--- src/rtl/rotary_addr_sel.sv ---
// rotary_addr_sel: quadrature detent decoder driving four per-bank wrap-around
// address counters; the counter of the bank chosen by the switches is shown on
// addr, and every completed detent produces a one-cycle step_up/step_dn pulse.
// Optional feature macro: ROT_CLEAR_EN (push-button clears the selected bank).
module rotary_addr_sel #(
  parameter int unsigned ADDR_WIDTH = 5,
  parameter bit          DIR_INVERT = 1'b0
) (
  input  logic                  clk,
  input  logic                  rst,
  input  logic                  rot_a,
  input  logic                  rot_b,
  input  logic                  rot_ctr,
  input  logic [1:0]            bank,
  output logic [ADDR_WIDTH-1:0] addr,
  output logic                  step_up,
  output logic                  step_dn
);

  localparam int unsigned NUM_BANKS = 4;

  typedef enum logic [2:0] {
    S_WAIT,
    S_IDLE,
    S_CW1,
    S_CW2,
    S_CW3,
    S_CCW1,
    S_CCW2,
    S_CCW3
  } state_t;

  logic [1:0]            r_q_meta;
  logic [1:0]            r_q_sync;
  state_t                r_state;
  state_t                w_next;
  logic                  w_cw_done;
  logic                  w_ccw_done;
  logic                  w_inc;
  logic                  w_dec;
  logic                  w_clr;
  logic [ADDR_WIDTH-1:0] r_cnt [NUM_BANKS];

  // Two-flop synchronizer for the encoder phases, q = {a, b}
  always_ff @(posedge clk) begin
    if (rst) begin
      r_q_meta <= 2'b00;
      r_q_sync <= 2'b00;
    end else begin
      r_q_meta <= {rot_a, rot_b};
      r_q_sync <= r_q_meta;
    end
  end

`ifdef ROT_CLEAR_EN
  logic r_ctr_meta;
  logic r_ctr_sync;
  logic r_ctr_prev;

  // Synchronize the push-button and keep its previous value for edge detect
  always_ff @(posedge clk) begin
    if (rst) begin
      r_ctr_meta <= 1'b0;
      r_ctr_sync <= 1'b0;
      r_ctr_prev <= 1'b0;
    end else begin
      r_ctr_meta <= rot_ctr;
      r_ctr_sync <= r_ctr_meta;
      r_ctr_prev <= r_ctr_sync;
    end
  end

  assign w_clr = r_ctr_sync & ~r_ctr_prev;
`else
  logic w_unused_ctr;

  assign w_unused_ctr = rot_ctr;
  assign w_clr        = 1'b0;
`endif

  // Decoder state register
  always_ff @(posedge clk) begin
    if (rst) begin
      r_state <= S_WAIT;
    end else begin
      r_state <= w_next;
    end
  end

  // Next state: follow the Gray path forward/back, any two-bit jump resyncs via WAIT
  always_comb begin
    w_next     = r_state;
    w_cw_done  = 1'b0;
    w_ccw_done = 1'b0;
    case (r_state)
      S_WAIT: begin
        if (r_q_sync == 2'b00) w_next = S_IDLE;
      end
      S_IDLE: begin
        case (r_q_sync)
          2'b10:   w_next = S_CW1;
          2'b01:   w_next = S_CCW1;
          2'b11:   w_next = S_WAIT;
          default: w_next = S_IDLE;
        endcase
      end
      S_CW1: begin
        case (r_q_sync)
          2'b11:   w_next = S_CW2;
          2'b00:   w_next = S_IDLE;
          2'b10:   w_next = S_CW1;
          default: w_next = S_WAIT;
        endcase
      end
      S_CW2: begin
        case (r_q_sync)
          2'b01:   w_next = S_CW3;
          2'b10:   w_next = S_CW1;
          2'b11:   w_next = S_CW2;
          default: w_next = S_WAIT;
        endcase
      end
      S_CW3: begin
        case (r_q_sync)
          2'b00: begin
            w_next    = S_IDLE;
            w_cw_done = 1'b1;
          end
          2'b11:   w_next = S_CW2;
          2'b01:   w_next = S_CW3;
          default: w_next = S_WAIT;
        endcase
      end
      S_CCW1: begin
        case (r_q_sync)
          2'b11:   w_next = S_CCW2;
          2'b00:   w_next = S_IDLE;
          2'b01:   w_next = S_CCW1;
          default: w_next = S_WAIT;
        endcase
      end
      S_CCW2: begin
        case (r_q_sync)
          2'b10:   w_next = S_CCW3;
          2'b01:   w_next = S_CCW1;
          2'b11:   w_next = S_CCW2;
          default: w_next = S_WAIT;
        endcase
      end
      S_CCW3: begin
        case (r_q_sync)
          2'b00: begin
            w_next     = S_IDLE;
            w_ccw_done = 1'b1;
          end
          2'b11:   w_next = S_CCW2;
          2'b10:   w_next = S_CCW3;
          default: w_next = S_WAIT;
        endcase
      end
      default: w_next = S_WAIT;
    endcase
  end

  assign w_inc = DIR_INVERT ? w_ccw_done : w_cw_done;
  assign w_dec = DIR_INVERT ? w_cw_done  : w_ccw_done;

  // Per-bank counters; a clear of the selected bank overrides a coincident step
  always_ff @(posedge clk) begin
    if (rst) begin
      for (int i = 0; i < int'(NUM_BANKS); i++) begin
        r_cnt[i] <= '0;
      end
    end else if (w_clr) begin
      r_cnt[bank] <= '0;
    end else if (w_inc) begin
      r_cnt[bank] <= r_cnt[bank] + ADDR_WIDTH'(1);
    end else if (w_dec) begin
      r_cnt[bank] <= r_cnt[bank] - ADDR_WIDTH'(1);
    end
  end

  // Step pulses, aligned with the counter update
  always_ff @(posedge clk) begin
    if (rst) begin
      step_up <= 1'b0;
      step_dn <= 1'b0;
    end else begin
      step_up <= w_inc & ~w_clr;
      step_dn <= w_dec & ~w_clr;
    end
  end

  assign addr = r_cnt[bank];

endmodule

--- config.mk ---
export PLATFORM = sky130hd
export DESIGN_NAME = rotary_addr_sel
export DESIGN_NICKNAME = d
export VERILOG_FILES = /design/src/rtl/rotary_addr_sel.sv
export SDC_FILE = /design/constraint.sdc
export NUM_CORES = 1
export LEC_CHECK = 0
export CAP_MARGIN = 30
export CELL_PAD_IN_SITES_DETAIL_PLACEMENT = 1
export CELL_PAD_IN_SITES_GLOBAL_PLACEMENT = 1
export CORE_UTILIZATION = 40
export CTS_BUF_LIST = sky130_fd_sc_hd__clkbuf_8
export CTS_CLUSTER_DIAMETER = 40
export DETAILED_ROUTE_END_ITERATION = 12
export GPL_ROUTABILITY_DRIVEN = 0
export HOLD_SLACK_MARGIN = 0.06
export PLACE_DENSITY_LB_ADDON = 0.1
export SLEW_MARGIN = 40
export SYNTH_ARGS = -nofsm -noshare
export SYNTH_HDL_FRONTEND = slang
export SYNTH_SLANG_ARGS = --single-unit
--- constraint.sdc ---
create_clock -name clk -period 3.67 [get_ports clk]
set_clock_uncertainty 0.2 [all_clocks]
set_input_delay 0.5505 -clock clk [delete_from_list [all_inputs] [get_ports clk]]
set_output_delay 0.5505 -clock clk [all_outputs]
set_load 0.01 [all_outputs]
[Word-level counts from Yosys, hierarchy flattened]
Memory sizes are Yosys's and may differ from the RTL's.
Cells that the tools add are included.
Storage, ports and cells
  flip-flop bits (word level): 9
  bits in writable memories: 20
  output and inout bits: 7
  word-level logic and storage cells: 48
  memories: 1
Operators by class
  $add $sub $neg: 2
  equality and inequality tests: 11
  mux-type cells: 25
  bitwise gates (word level): 1
  reduce and logical (&&, ||, !) cells: 3
Memories
  r_cnt: words 4, width 5, rd ports 1, clocked after memory_dff 0, write ports 4, line 42  | logic [ADDR_WIDTH-1:0] r_cnt [NUM_BANKS];
Operators by type and width (number)
  $pmux W3 S3: 6
  $pmux W3 S8: 1
  $mux W1: 13
  $eq A3 B3 Y1 const B: 4
  $mux W5: 2
  $eq A3 B2 Y1 const B: 2
  $pmux W2 S3: 1
  $add A5 B1 Y5 const B: 1
  $reduce_or A5 Y1: 1
  $sub A5 B1 Y5 const B: 1
  $eq A2 B2 Y1 const B: 2
  $eq A3 B1 Y1 const B: 1
  $logic_not A3 Y1: 1
  $mux W3: 1
  $eq A2 B1 Y1 const B: 1
  $logic_not A2 Y1: 1
  $mux W2: 1
  $ne A2 B2 Y1 const B: 1
  $or A1 B1 Y1: 1

[Depth between registers and ports, before layout]
Gate-level depths: netlist of run 1.
  depth in word-level cells: 10
  mapped depth: 9

[Least setup slack after synthesis of run 1]
Ideal clock, no wire load.
  kind: input to register
  start point: input port bank[0]
  end point: memory r_cnt[0][4], data pin
  library setup time: 268 ps
  arrival time: 2326 ps
  required time: 3202 ps
  slack: 876 ps
  stages: 6
  buffers on the path: 1
  cells stage by stage: buf_2 mux4_2 ha_1 nor4_1 a22oi_2 mux2i_1
RTL lines
  from (decl): line 14  | input logic [1:0] bank,
  to (decl): line 42

[Final worst setup path of run 1]
  start point: input port bank[0]
  end point: output port addr[3]
On the way
  cells in the longest elaborated chain, start to end: 1
RTL lines
  $mem_v2 Z4 W5
  to (decl): line 15  | output logic [ADDR_WIDTH-1:0] addr,
Every way passes these cells.

==> results_dict.tcl, run 1 <==
set metrics [dict create \
    yosys.area_share.simple 0.217 \
    num_vias 1254 \
    fp.dieH_um 67.0 \
    fin_util 0.492 \
    cts_setup_buffers 0 \
    worstHoldPathCells 1 \
    diodes 0 \
    setup_viol 0 \
    drc 0 \
    place_area_sq_mm 0.00189 \
    critPathArrivalTime_ns 2.43 \
    cp_common_cell "clkdlybuf4s50_1" \
    status "finished clean" \
    num-fill-cells 444 \
    path_max_fanout 11 \
    synth_top_family_by_area "simple AND/OR/NAND/NOR gates" \
    period_minus_slack_ns 3.19 \
    die_w_um 67.0 \
    start_util 0.420 \
    insertion_delay_ns 0.28 \
    drive_gt1_frac 0.156 \
    nets 188 \
    path_buf_inv 3 \
    crit_chain "clkdlybuf4s50_1, buf_4, mux4_2, clkdlybuf4s50_1" \
    viasPerCell 5.62 \
    clockPowerShare 0.365 \
    grt_pass1_wl_mm 6.16 \
    track_usage 0.190 \
    cts_buffers 5 \
    syn_nets 170 \
    synthToLayoutAreaGrowth_pct 17.1 \
    io_buffers 12 \
    ctsHoldBuffers 0 \
    synth_seq_cells 29 \
    firstDrtPassIters 4 \
    cts-root-buf "clkbuf_8" \
    ys_types 38 \
    r2r_slack_ns 0.83 \
    fin_cells 223 \
    clk_pin_slew_ns 0.07 \
    syn_inst 154 \
    grt_max_degree 18 \
    drv_cap 0 \
    netSwitchingPower_mw 0.188 \
    hpwlAfterDp_mm 2.72 \
    wl_per_cell_um 16.9 \
    min_from "r_q_meta[1]" \
    fmax_ghz 0.314 \
    cts_sinks 29 \
    hold_end "r_q_sync[1]" \
    drt-initial-drc-count 80 \
    grt_pass1_vias 1225 \
    ys_seq_area_frac 0.462 \
    crit_required_ns 2.92 \
    rr_endpoint "r_cnt[0][2]" \
    ir_worst_vdd_mv 0.203 \
    fp.dieArea_sq_mm 0.00449 \
    row_count 23 \
    slew_violations 0 \
    tightest_slew_ns 0.552 \
    p_comb_frac 0.121 \
    post_synth_fa_ha_maj_area_fraction 0.0666 \
    overflow 0 \
    period_share 0.868 \
    clk_path_buf_depth 2 \
    r2r-start "r_state[1]" \
    sw_frac_of_total 0.261 \
    cpMaxStageDelayCell "mux4_2" \
    finalSetupTns_ns 0 \
    dp_cells 215 \
    setup.worst_path.start_class "input pin" \
    p_int_mw 0.530 \
    timing.slew.headroom 0.630 \
    path_class "input pin to output port" \
    synthesis.area_sq_mm 0.00169 \
    coreArea_sq_mm 0.00403 \
    rsz0062_at_grt "no" \
    antenna_found_initial 0 \
    seqPwrFrac 0.514 \
    path_delay_family "buffers and inverters" \
    cts_tree "built" \
    ios 14 \
    h-tree-depth 2 \
    endpoint_kind "output port" \
    hold_viol_final 0 \
    ctsResizeCount 0 \
    power_density_mw_per_mm2 363 \
    synth_warnings 0 \
    fin_area_sq_mm 0.00198 \
    power_leakage_nw 0.741 \
    synthMuxAreaShare 0.120 \
    slowest_delay_ns 0.63 \
    avgSynthCellArea_sq_um 11.0 \
    drt_wl_total_mm 3.76 \
    hold_path.class "register to register" \
    synth-xor-area-share 0.0104 \
    worstSetupStartpoint "bank[0]" \
    synth-compound-area-share 0.0962 \
    ant_nets 0 \
    worstRegToRegCells 8 \
]
Yosys cell counts:
library cell | count | area, sq um
edfxtp_1 | 20 | 601
nand2_1 | 13 | 48.8
nor2_1 | 10 | 37.5
dfxtp_1 | 9 | 180
ha_1 | 9 | 113
mux2i_1 | 9 | 90.1
nand2b_1 | 8 | 50.1
clkbuf_1 | 6 | 22.5
nor3_1 | 6 | 30.0
and2_1 | 5 | 31.3
mux4_2 | 5 | 113
inv_1 | 4 | 15.0
nor2b_1 | 4 | 25.0
nor4b_1 | 4 | 35.0
or2_2 | 4 | 25.0
or3_1 | 4 | 25.0
a21oi_1 | 3 | 15.0
nand3b_1 | 3 | 22.5
nor4_1 | 3 | 18.8
buf_2 | 2 | 10.0
o2111ai_1 | 2 | 17.5
o211ai_1 | 2 | 15.0
o21a_1 | 2 | 15.0
o21ai_0 | 2 | 10.0
xor2_1 | 2 | 17.5
a2111oi_0 | 1 | 8.76
a211oi_1 | 1 | 7.51
a21bo_2 | 1 | 10.0
a221oi_1 | 1 | 8.76
a22oi_2 | 1 | 12.5
a311oi_1 | 1 | 8.76
a31o_2 | 1 | 8.76
and3_1 | 1 | 6.26
nand3_1 | 1 | 5.00
nor3b_1 | 1 | 7.51
o21bai_1 | 1 | 7.51
o221ai_1 | 1 | 8.76
o31a_1 | 1 | 8.76
routing by layer:
layer / vias to the layer above / wire length [um] / global-route usage
met1: 622 / 2000 / 0.262
met2: 18 / 1610 / 0.289
met4: 0 / 37 / 0.0638
li1: 609 / - / -
met5: - / 0 / 0
met3: 5 / 117 / 0.0411
cells by family after synthesis:
| kind of cell | after synthesis |
|---|---|
| buffers and inverters | 12 |
| AO/OA/AOI/OAI | 21 |
| adder cells (fa/ha/maj) | 9 |
| flip-flops | 29 |
| multiplexers | 14 |
| XOR/XNOR | 2 |
| AND/OR/NAND/NOR | 67 |
cells in the final DEF (no fill, tap or decap), types with 6 or more instances in the layout:
cell type        netlist  routed
clkdlybuf4s50_1        0      12
buf_4                  0       7
edfxtp_1              20      20
dfxtp_1                9       9
nor2_1                10      10
nor3_1                 6       6
ha_1                   9       9
nand2_1               13      13
nand2b_1               8       8
mux2i_1                9       9
how the worst max path moves through the flow:
stage                        to  slack, ns  cells after the start
global route        r_cnt[0][2]       0.34                      9
global placement    r_cnt[0][2]       0.33                      8
CTS                     addr[3]       0.46                      4
floorplan           r_cnt[0][4]       0.88                      6
detailed placement  r_cnt[0][2]       0.19                      8
finish                  addr[3]       0.48                      4
final cells by class:
class / instances / area [sq um] / share of cell area
multi-input combinational: 113 / 863 / 0.436
sequential: 29 / 781 / 0.394
timing repair buffer: 19 / 173 / 0.0872
clock buffer: 5 / 68.8 / 0.0347
tap: 50 / 62.6 / 0.0316
clock inverter: 3 / 17.5 / 0.00884
inverter: 4 / 15.0 / 0.00758
stage by stage:
stage	hold slack [ns]	setup WS (ns)	power (mW)
6_report	0.241	0.485	0.718
3_3_place_gp	0.220	0.334	0.460
3_5_place_dp	0.231	0.188	0.463
4_1_cts	0.247	0.463	0.721
2_1_floorplan	0.214	0.876	0.429
5_1_grt	0.259	0.342	0.743
registers in the layout, summed over array words and instances, names as in the netlist:
signal    cells
step_up       1
r_state       3
r_q_sync      2
r_q_meta      2
r_cnt        20
step_dn       1
power groups by stage:
stage / logic (mW) / registers (mW) / clock network, mW
after detailed placement: 0.0872 / 0.376 / 0
after floorplan: 0.0591 / 0.370 / 0
final: 0.0869 / 0.369 / 0.262
after global routing: 0.0957 / 0.370 / 0.277
after global placement: 0.0845 / 0.375 / 0
after CTS: 0.0876 / 0.369 / 0.264
No activity file was read; power rests on OpenSTA's default activity.
==> run 2, diff against run 1 <==
- ABC_AREA: not set -> 1
- GPL_TIMING_DRIVEN: not set -> 0
==> run 2 against run 1 <==
Net effect:
- die area is 0.43% higher
- sequential share of layout area is 0.58 points higher
- synthesized cell count is 36% higher
- non-clock buffer count is 5 lower
- count of clock-buffer cells in the layout is 1 higher
- synthesized area is 0.44% higher
- fmax is 7.1% higher
- clock power hardly changed
- sequential cell count stayed put
- register-to-register slack better by 0.34 ns
- final cell count is 24% higher
- critical endpoint is now addr[0]
==> results_dict.tcl, run 2 <==
set metrics [dict create \
    status "finished clean" \
    reg.largest.list "r_cnt (20), r_state (3)" \
    worst_slack_ns 0.696 \
    timing.slew.headroom 0.759 \
    h-tree-depth 2 \
    setup.worst_path.start_class "input pin" \
    slowest_delay_ns 0.54 \
    grtUsageMet3 0.0608 \
    cts-root-buf "clkbuf_8" \
    dp_slack_ns 0.692 \
    die_w_um 67.2 \
    path_class "input pin to output port" \
    grt_pass1_vias 1392 \
    synth_edf_count 20 \
    yosys-top-cells-count "nand2_1, inv_1, nor2_1, edfxtp_1, nand3_1" \
    overflow 0 \
    grt_max_degree 11 \
    total_power_mw 0.724 \
    fp.dieArea_sq_mm 0.00451 \
    drt-initial-drc-count 29 \
    drv_cap 0 \
    viasPerCell 4.96 \
    yosys_most_used_dff "edfxtp_1" \
    wl_per_cell_um 14.0 \
    globalRouteMet1Util 0.258 \
    period_share 0.810 \
    io_buffers 10 \
    ys_seq_area_frac 0.459 \
    setup_viol 0 \
    path_max_fanout 10 \
    ant_nets 0 \
    cts_buffers 5 \
    slew_violations 0 \
    fmax_ghz 0.336 \
    syn_inst 209 \
    power_leakage_nw 0.909 \
    syn_nets 225 \
    drt_wl_total_mm 3.87 \
    hold_viol_final 0 \
    largest_register_ffs 20 \
    hpwlAfterDp_mm 3.15 \
    coreArea_sq_mm 0.00403 \
    fin_cells 277 \
    diodes 0 \
    crit_chain "clkdlybuf4s50_1, inv_2, buf_2, nand2_1, nand3_1, nand2_1, inv_1, clkdlybuf4s50_1" \
    clk_path_buf_depth 2 \
    crit_required_ns 2.92 \
    ios 14 \
    final_common_cell "nand2_1" \
    period_minus_slack_ns 2.97 \
    synth_warnings 0 \
    clk_pin_slew_ns 0.05 \
    fp.dieH_um 67.2 \
    fin_area_sq_mm 0.00195 \
    track_usage 0.199 \
    drc 0 \
    top_register "r_cnt" \
    synthToLayoutAreaGrowth_pct 14.9 \
    firstDrtPassIters 4 \
    final_cell_mix "nand2_1, inv_1, nor2_1, edfxtp_1, nand3_1" \
    critPathArrivalTime_ns 2.22 \
    ys_types 26 \
    timing.hold.ws_ns 0.205 \
    rsz0062_at_grt "no" \
    num_vias 1373 \
    dp_cells 269 \
    ir_worst_vdd_mv 0.248 \
    insertion_delay_ns 0.28 \
    endpoint_kind "output port" \
    finalSetupTns_ns 0 \
    avgSynthCellArea_sq_um 8.13 \
    synth_seq_cells 29 \
    drive_gt1_frac 0.128 \
    fin_util 0.484 \
    tightest_slew_ns 0.359 \
    nets 242 \
    cts_setup_buffers 0 \
    synthesis.area_sq_mm 0.00170 \
    use_met2 0.320 \
    grt_pass1_wl_mm 6.40 \
    start_util 0.422 \
    yosys.area.top_type "edfxtp_1" \
    ctsResizeCount 0 \
    hold_path.class "register to register" \
    place_area_sq_mm 0.00186 \
    row_count 23 \
    busiest_layer "met2" \
    yosysMostFrequentCell "nand2_1" \
    async_flop_share 0 \
    yosys.area.top_type_share 0.353 \
    ys_top_cells_by_area "edfxtp_1, nand2_1, dfxtp_1, inv_1, nor2_1" \
    power_density_mw_per_mm2 371 \
    cts_sinks 29 \
    cts_tree "built" \
    antenna_found_initial 0 \
    cpMaxStageDelayCell "clkdlybuf4s50_1" \
    ctsHoldBuffers 0 \
]
-- run 2: cell count changes after synthesis, sizes merged, moves of 5 or more --
cell    change
mux4        -5
nor2       +24
inv        +30
and2        -5
o21ai       +6
nand3      +19
mux2i       -9
nand2b      -8
nor3        -5
clkbuf      -6
nand2      +43
-- run 2: power by group --
part           switching [mW]  internal, mW
logic                  0.0615        0.0337
registers             0.00756         0.360
clock network           0.114         0.147
-- run 2: cell type report --
cell class | count | area (sq um)
Inverter | 34 | 130
Clock inverter | 2 | 7.51
Fill cell | 501 | 2080
Timing Repair Buffer | 10 | 100
Buffer | 4 | 22.5
Clock buffer | 6 | 82.6
Sequential cell | 29 | 781
Tap cell | 50 | 62.6
Multi-Input combinational cell | 142 | 766
-- run 2: worst paths after layout --
check              start     endpoint  slack (ns)  depth (start not counted)
min reg2reg  r_q_meta[0]  r_q_sync[0]        0.21                          2
max reg2reg  r_q_sync[0]  r_cnt[0][2]        1.17                         12
min          r_q_meta[0]  r_q_sync[0]        0.21                          2
max              bank[0]      addr[0]        0.70                          8
-- run 2: layer usage --
layer / routed length, um / vias to the layer above
met5: 0 / -
met4: 33 / 0
met3: 134 / 4
met2: 1830 / 21
met1: 1870 / 651
li1: - / 697
-- run 2: critical path: cells and delay by family --
| kind | cells | cell delay, ns |
|---|---|---|
| buffers and inverters | 5 | 1.42 |
| AND/OR/NAND/NOR | 3 | 0.25 |
-- run 2: cell families (layout without fill, tap and decap cells) --
| kind of cell | after synthesis | after routing | synth area share |
|---|---|---|---|
| AO/OA/AOI/OAI | 20 | 20 | 0.0655 |
| XOR/XNOR | 2 | 2 | 0.0103 |
| adder cells (fa/ha/maj) | 9 | 9 | 0.0663 |
| buffers and inverters | 38 | 56 | 0.0898 |
| flip-flops | 29 | 29 | 0.459 |
| AND/OR/NAND/NOR | 111 | 111 | 0.309 |
